### src/rtl/branch_target_predictor.sv
// branch_target_predictor
//
// Direct-mapped branch target buffer with a saturating direction counter in
// every entry. The IF stage looks up the fetch PC combinationally and gets a
// predicted next PC in the same cycle. Branches resolved in MEM write the
// table at the next rising edge. Two saturating counters keep statistics for
// lab measurements.
//
// Ports:
//   clk, rst        clock (rising edge), asynchronous active-high reset
//   flush_all       synchronous invalidate of every entry (beats an update)
//   lk_pc           fetch PC to look up
//   lk_hit          a valid entry's tag matches lk_pc
//   lk_taken        lk_hit and the entry's counter predicts taken
//   lk_next_pc      stored target when lk_taken, otherwise lk_pc + 4
//   upd_valid       a resolved branch is presented this cycle
//   upd_pc          PC of the resolved branch
//   upd_taken       actual direction
//   upd_target      actual taken target
//   upd_mispredict  the pipeline mispredicted this branch
//   stat_updates    saturating count of accepted updates
//   stat_mispred    saturating count of mispredicted updates
//
// Addressing: idx = pc[IDX_W+1:2], tag = pc[IDX_W+TAG_W+1:IDX_W+2]; pc[1:0]
// and the bits above the tag take no part. IDX_W+TAG_W+2 must not exceed
// ADDR_W.
module branch_target_predictor #(
    parameter int ADDR_W = 32,
    parameter int IDX_W  = 4,
    parameter int TAG_W  = 8,
    parameter int CTR_W  = 2,
    parameter int STAT_W = 32
) (
    input  logic              clk,
    input  logic              rst,
    input  logic              flush_all,
    input  logic [ADDR_W-1:0] lk_pc,
    output logic              lk_hit,
    output logic              lk_taken,
    output logic [ADDR_W-1:0] lk_next_pc,
    input  logic              upd_valid,
    input  logic [ADDR_W-1:0] upd_pc,
    input  logic              upd_taken,
    input  logic [ADDR_W-1:0] upd_target,
    input  logic              upd_mispredict,
    output logic [STAT_W-1:0] stat_updates,
    output logic [STAT_W-1:0] stat_mispred
);

    localparam int ENTRIES = 2 ** IDX_W;

    // Counter encodings: the MSB is the taken prediction, so the two values
    // straddling the midpoint are the "weak" states.
    localparam logic [CTR_W-1:0] CTR_MAX     = CTR_W'((2 ** CTR_W) - 1);
    localparam logic [CTR_W-1:0] CTR_WEAK_NT = CTR_W'((2 ** (CTR_W - 1)) - 1);
    localparam logic [CTR_W-1:0] CTR_WEAK_T  = CTR_W'(2 ** (CTR_W - 1));

    // Flattened view of the per-entry registers for the shared read ports.
    logic              valid_arr  [ENTRIES];
    logic [TAG_W-1:0]  tag_arr    [ENTRIES];
    logic [ADDR_W-1:0] target_arr [ENTRIES];
    logic [CTR_W-1:0]  ctr_arr    [ENTRIES];

    // ------------------------------------------------------------------
    // Lookup: zero latency, reads the state as it stands before this
    // cycle's update (no bypass from the update port).
    // ------------------------------------------------------------------
    logic [IDX_W-1:0] lk_idx;
    logic [TAG_W-1:0] lk_tag;

    assign lk_idx     = lk_pc[IDX_W+1:2];
    assign lk_tag     = lk_pc[IDX_W+TAG_W+1:IDX_W+2];
    assign lk_hit     = valid_arr[lk_idx] && (tag_arr[lk_idx] == lk_tag);
    assign lk_taken   = lk_hit && ctr_arr[lk_idx][CTR_W-1];
    assign lk_next_pc = lk_taken ? target_arr[lk_idx] : (lk_pc + ADDR_W'(4));

    // ------------------------------------------------------------------
    // Update port decode, shared by all entries.
    // ------------------------------------------------------------------
    logic [IDX_W-1:0] upd_idx;
    logic [TAG_W-1:0] upd_tag;
    logic             upd_hit;

    assign upd_idx = upd_pc[IDX_W+1:2];
    assign upd_tag = upd_pc[IDX_W+TAG_W+1:IDX_W+2];
    assign upd_hit = valid_arr[upd_idx] && (tag_arr[upd_idx] == upd_tag);

    // Only slices of the PCs are used as index and tag.
    logic unused_pc_bits;
    assign unused_pc_bits = ^{lk_pc, upd_pc};

    // ------------------------------------------------------------------
    // Table entries. Each entry owns its registers so reset and flush can
    // act on all of them in one edge.
    // ------------------------------------------------------------------
    genvar gi;
    generate
        for (gi = 0; gi < ENTRIES; gi++) begin : g_entry
            logic              valid_reg;
            logic [TAG_W-1:0]  tag_reg;
            logic [ADDR_W-1:0] target_reg;
            logic [CTR_W-1:0]  ctr_reg;
            logic [CTR_W-1:0]  ctr_next;
            logic              sel;

            assign sel = upd_valid && (upd_idx == IDX_W'(gi));

            // Saturating step of the direction counter on a hit.
            always_comb begin
                ctr_next = ctr_reg;
                if (upd_taken) begin
                    if (ctr_reg != CTR_MAX) begin
                        ctr_next = ctr_reg + CTR_W'(1);
                    end
                end else begin
                    if (ctr_reg != '0) begin
                        ctr_next = ctr_reg - CTR_W'(1);
                    end
                end
            end

            always_ff @(posedge clk or posedge rst) begin
                if (rst) begin
                    valid_reg  <= 1'b0;
                    tag_reg    <= '0;
                    target_reg <= '0;
                    ctr_reg    <= CTR_WEAK_NT;
                end else if (flush_all) begin
                    // Flush drops any concurrent update; counters and
                    // targets stay but are unreachable until reallocated.
                    valid_reg <= 1'b0;
                end else if (sel) begin
                    if (upd_hit) begin
                        ctr_reg <= ctr_next;
                        if (upd_taken) begin
                            target_reg <= upd_target;
                        end
                    end else if (upd_taken) begin
                        // Allocate on a taken miss, evicting whatever was
                        // in the slot.
                        valid_reg  <= 1'b1;
                        tag_reg    <= upd_tag;
                        target_reg <= upd_target;
                        ctr_reg    <= CTR_WEAK_T;
                    end
                end
            end

            assign valid_arr[gi]  = valid_reg;
            assign tag_arr[gi]    = tag_reg;
            assign target_arr[gi] = target_reg;
            assign ctr_arr[gi]    = ctr_reg;
        end
    endgenerate

    // ------------------------------------------------------------------
    // Statistics: count every presented update (even one dropped by a
    // flush), saturating at all-ones.
    // ------------------------------------------------------------------
    logic [STAT_W-1:0] stat_updates_reg;
    logic [STAT_W-1:0] stat_mispred_reg;

    always_ff @(posedge clk or posedge rst) begin
        if (rst) begin
            stat_updates_reg <= '0;
            stat_mispred_reg <= '0;
        end else begin
            if (upd_valid && (stat_updates_reg != '1)) begin
                stat_updates_reg <= stat_updates_reg + STAT_W'(1);
            end
            if (upd_valid && upd_mispredict && (stat_mispred_reg != '1)) begin
                stat_mispred_reg <= stat_mispred_reg + STAT_W'(1);
            end
        end
    end

    assign stat_updates = stat_updates_reg;
    assign stat_mispred = stat_mispred_reg;

endmodule

### config.mk
export PLATFORM = sky130hd
export DESIGN_NAME = branch_target_predictor
export DESIGN_NICKNAME = d
export VERILOG_FILES = /design/src/rtl/branch_target_predictor.sv
export SDC_FILE = /design/constraint.sdc
export NUM_CORES = 2
export LEC_CHECK = 0
export ABC_AREA = 1
export ABC_CLOCK_PERIOD_IN_PS = 71600
export BUFFER_PORTS_ARGS = -buffer_cell sky130_fd_sc_hd__buf_4
export CORE_MARGIN = 2
export CORE_UTILIZATION = 55
export CTS_CLUSTER_DIAMETER = 50
export DETAILED_ROUTE_END_ITERATION = 12
export PLACE_DENSITY = 0.73
export SLEW_MARGIN = 5
export SYNTH_ARGS = -nofsm -noshare
export SYNTH_HDL_FRONTEND = slang
export SYNTH_SLANG_ARGS = --single-unit
### constraint.sdc
create_clock -name clk -period 71.6 [get_ports clk]
set_input_delay 10.74 -clock clk [delete_from_list [all_inputs] [get_ports clk]]
set_output_delay 10.74 -clock clk [all_outputs]
set_load 0.03 [all_outputs]
# After elaboration in Yosys (flattened, before gate mapping)

Cells that the tools add are included.

Bits in registers: 752
Bits in latches: 0
RAM bits: 0
ROM bits: 0
Bits of input ports: 102
Output and inout port bits: 98
Logic and storage cells: 414
Memories: 0

Add/subtract/negate cells: 35
$mul: 0
Divide/modulo/power cells: 0
Order comparisons: 2
Equal/unequal tests: 52
Shift-type cells: 0
Muxes and demuxes: 118
Bitwise logic cells: 4
Reduce and logical (&&, ||, !) cells: 137

Operators by type and width:

| kind                                                   | count |
|---|---|
| two-way mux 2 bit                                      | 67 |
| binary-select mux 32 bit (select 4 bit)                | 1 |
| nonzero test 2 bit                                     | 50 |
| two-way mux 32 bit                                     | 3 |
| AND reduction 3 bit                                    | 32 |
| AND reduction 5 bit                                    | 16 |
| adder 32 x 1 -> 32 bit (second input constant)         | 2 |
| binary-select mux 8 bit (select 4 bit)                 | 2 |
| inequality test 32 bit (second input constant)         | 2 |
| AND reduction 4 bit                                    | 16 |
| inequality test 3 x 2 -> 1 bit (second input constant) | 16 |
| two-way mux 1 bit                                      | 38 |
| inequality test 2 bit (second input constant)          | 17 |
| adder 2 x 1 -> 2 bit (second input constant)           | 16 |
| adder 32 x 3 -> 32 bit (second input constant)         | 1 |
| == test 4 bit (second input constant)                  | 8 |
| two-way mux 8 bit                                      | 4 |
| subtractor 2 x 1 -> 2 bit (second input constant)      | 16 |
| logical AND 1 bit                                      | 22 |
| == test 4 x 3 -> 1 bit (second input constant)         | 4 |
| == test 8 bit                                          | 2 |
| >= comparator 5 bit (second input constant)            | 2 |
| NOT 4 -> 5 bit                                         | 2 |
| binary-select mux 1 bit (select 4 bit)                 | 2 |
| 5 further kinds                                        | 7 |

# Depth between registers and ports, before layout

Depth in word-level cells: 9
Depth in mapped cells: 21
Depth with buffers taken out: 18

# Worst setup path before layout

OpenSTA, ideal clock, no wires.

Kind: input to output
Start: in lk_pc[5]
End: out lk_next_pc[10]
Arrival: 13.109 ns
Slack: 47.751 ns
Stages: 11
Cell sequence: buf_4 -> nand2_1 -> inv_1 -> clkbuf_1 -> nand2_1 -> nand3_1 -> nand4_1 -> nor3_1 -> nand3_2 -> buf_2 -> o21ai_0

Longest elaborated chain between the ends: 8
Elaborated cells between the ends (all ways): 18

Ends and longest elaborated chain:

| item                                                 | line       | source |
|---|---|---|
| start: declaration                                   | 37         | `input logic [ADDR_W-1:0] lk_pc,` |
| NOT 4 -> 5 bit (not written as such)                 | 73, 74, 75 |  |
| binary-select mux 8 bit (select 4 bit)               | 73         | `assign lk_hit = valid_arr[lk_idx] && (tag_arr[lk_idx] == lk_tag);` |
| two-way mux 8 bit (not written as such) (2 in a row) | 73         |  |
| == test 8 bit                                        | 73         |  |
| logical AND 1 bit                                    | 73         |  |
| logical AND 1 bit                                    | 74         | `assign lk_taken = lk_hit && ctr_arr[lk_idx][CTR_W-1];` |
| two-way mux 32 bit (*)                               | 75         | `assign lk_next_pc = lk_taken ? target_arr[lk_idx] : (lk_pc + ADDR_W'(4));` |
| end: declaration                                     | 40         | `output logic [ADDR_W-1:0] lk_next_pc,` |

Every way passes the cells marked *; elsewhere a longest branch is shown, timed or not. The select of a mux whose other input is x is not followed.

# Final worst setup path

Start: in lk_pc[3]
End: out lk_next_pc[19]

Same word-level chain as after synthesis.

==> results.yml <==
clock_tree:
  hold_buffers: 0
  clk_pin_slew_ns: 0.05
  htreeDepth: 3
  cts_buffer_depth: 3
  numCtsBuffers: 97
  insertion_delay_ns: 0.67
  root_buffer: "clkbuf_16"
  cts_sinks: 752
  postCtsSetupBuffers: 0
  cts_tree: "done"
  cts_resized: 0
worst_setup_path:
  worstPathArrival_ns: 15.77
  startpoint_type: "primary input"
  endpoint_kind: "primary output"
  worstSetupPathType: "in -> out"
  cp.required_ns: 60.86
  critical_path.max_fanout: 97
sta:
  holdWs_ns: 0.471
  hold_viol_final: 0
  period_share_pct: 37.0
  fin_crit_ns: 26.51
  drv_slew: 0
  tns_ns: 0
  worstMarginPinSlew_ns: 1.29
  setup_slack_ns: 45.09
  skew_ns: 0.0173
  fmax_mhz: 37.7
  max_slew_margin_pct: 13.7
  rsz0062_at_grt: "no"
  setup_viol: 0
global_route:
  grt_pass1_wl_um: 186000
  grt_overflow: 0
  grt_max_degree: 198
  grt_usage_pct: 33.7
  grt_pass1_vias: 32683
  antenna_found_initial: 5
finish:
  finalNonFillerCells: 5868
  final_util_pct: 62.5
  area_growth_pct: 12.9
  final_cell_area_um2: 42800
  largest_reg_flops: 512
  drive_above_1_share_pct: 9.37
  nets: 5010
logic_synthesis:
  syn_inst: 4928
  synth_common_cells: "nand2_1, o21ai_0, dfrtp_1, nor2_1, inv_1"
  yosysMostFrequentCell: "nand2_1"
  synth_area_leaders: "dfrtp_1, o21ai_0, nand2_1"
  ys.flop_type: "dfrtp_1"
  yosys.area.top_type: "dfrtp_1"
  syn_avg_cell_area_um2: 7.70
  synthArstFlopShare_pct: 100
  synth-seq-cells: 752
  yosysTopAreaCellShare_pct: 48.6
  ys_seq_area_share_pct: 49.7
  syn_area_um2: 37900
  ys_warn_count: 0
  synth.distinct_cells: 39
  syn-num-nets: 5033
  synth_edf_count: 0
place:
  dp_hpwl_um: 68400
  dp_cells: 5688
  pre_cts_slack_ns: 45.33
  portBuffers: 179
  postPlaceCellArea_um2: 39400
  routabilityCongestion: 0.971
floorplan:
  fp.dieW_um: 267
  num_rows: 96
  die_y_um: 267
  core_um2: 68500
  start_util_pct: 55.4
  pin_count: 200
  dieArea_um2: 71100
detailed_routing:
  vias: 34911
  first_iter_violations: 4231
  drcViolationCount: 0
  ant_nets: 0
  finalWirelength_um: 120000
  wire_per_inst_um: 20.4
  dr.pass1.iters: 6
  avgViaCountPerCell: 5.95
status:
  run_status: "complete, no violations"
worst_hold_path:
  min_path_type: "reg -> reg"
power_and_ir_drop:
  leakagePower_nw: 20.3
  power_density_nw_per_um2: 28.1
  vdd_drop_max_mv: 0.0214
  finalPower_mw: 1.20
run:
  drv_cap: 0
-- critical path, stage by stage --
cell and delay [ns]:
clkbuf_8 0.40, inv_2 0.60, buf_4 0.73, o21ai_0 0.27, o22ai_1 0.23, nand2_1 0.09
nand2_1 0.12, inv_1 0.09, nand3_1 0.14, nand4_1 0.13, nor2_1 0.73, nand3_1 0.81
nand2_1 0.23, nand2_1 0.18, buf_4 0.22
-- routing by layer --
| metal | share of wire (%) | global-route usage, % |
|---|---|---|
| met5 | 0.034 | 0 |
| met4 | 4.2 | 13.9 |
| met3 | 9.2 | 6.48 |
| met2 | 45 | 52.8 |
| met1 | 41 | 46.1 |
-- layout make-up --
type | count | area, um2
Timing Repair Buffer | 228 | 1760
Multi-Input combinational cell | 3537 | 16600
Clock buffer | 121 | 2670
Inverter | 289 | 1100
Fill cell | 5957 | 25600
Clock inverter | 57 | 774
Antenna cell | 2 | 5.00
Sequential cell | 752 | 18800
Tap cell | 882 | 1100
-- power by group --
group | internal [mW] | switching, mW | leakage, nW
logic | 0.0580 | 0.113 | 8.83
registers | 0.485 | 0.0334 | 9.76
clock network | 0.312 | 0.203 | 1.66
total | 0.855 | 0.349 | 20.3
-- cells by family (layout without fill, tap and decap cells) --
logic type               count (synthesis)  after routing  share of synthesized area [%]
XOR/XNOR                                90             90                           2.08
AO/OA/AOI/OAI                         1360           1360                           19.2
buffers and inverters                  639            695                           6.78
adder cells (fa/ha/maj)                  3              3                         0.0990
AND/OR/NAND/NOR                       2084           2084                           22.2
other                                    0              2                              0
flip-flops                             752            752                           49.7
-- worst paths after layout --
kind / cells after the start / start / slack (ns) / end
worst max-delay path: 15 / lk_pc[3] / 45.09 / lk_next_pc[19]
worst min-delay path: 2 / g_entry[3].valid_reg / 0.47 / g_entry[3].valid_reg
worst max register to register: 17 / g_entry[3].valid_reg / 68.17 / g_entry[1].tag_reg[1]
worst min register to register: 2 / g_entry[3].valid_reg / 0.47 / g_entry[3].valid_reg
max in group asynchronous: 4 / rst / 58.79 / g_entry[13].tag_reg[5]
min in group asynchronous: 2 / rst / 10.25 / g_entry[4].target_reg[29]
-- placed cells by master (no fill, tap or decap), types with 4 or more instances in the layout --
cell	instances
nor2_4	9
clkinv_2	12
nand4_1	84
xnor2_1	39
inv_1	266
o21ai_1	27
bufinv_16	12
nor4_1	16
clkbuf_16	98
a31oi_1	31
clkinv_4	7
nor2_1	467
dfstp_2	16
nor3_1	22
buf_4	223
nand2_4	8
nand2_2	9
clkbuf_1	10
clkbuf_8	14
o211ai_1	50
nand2_1	1313
a21oi_1	146
o211a_1	7
clkinvlp_4	10
o22ai_1	44
nand3_1	146
inv_8	5
o21ai_0	993
inv_2	17
o21a_1	19
inv_6	7
a221oi_1	13
xor2_1	51
o221ai_1	27
clkinv_1	4
dfrtp_1	736
(Power assumes the default switching activity.)
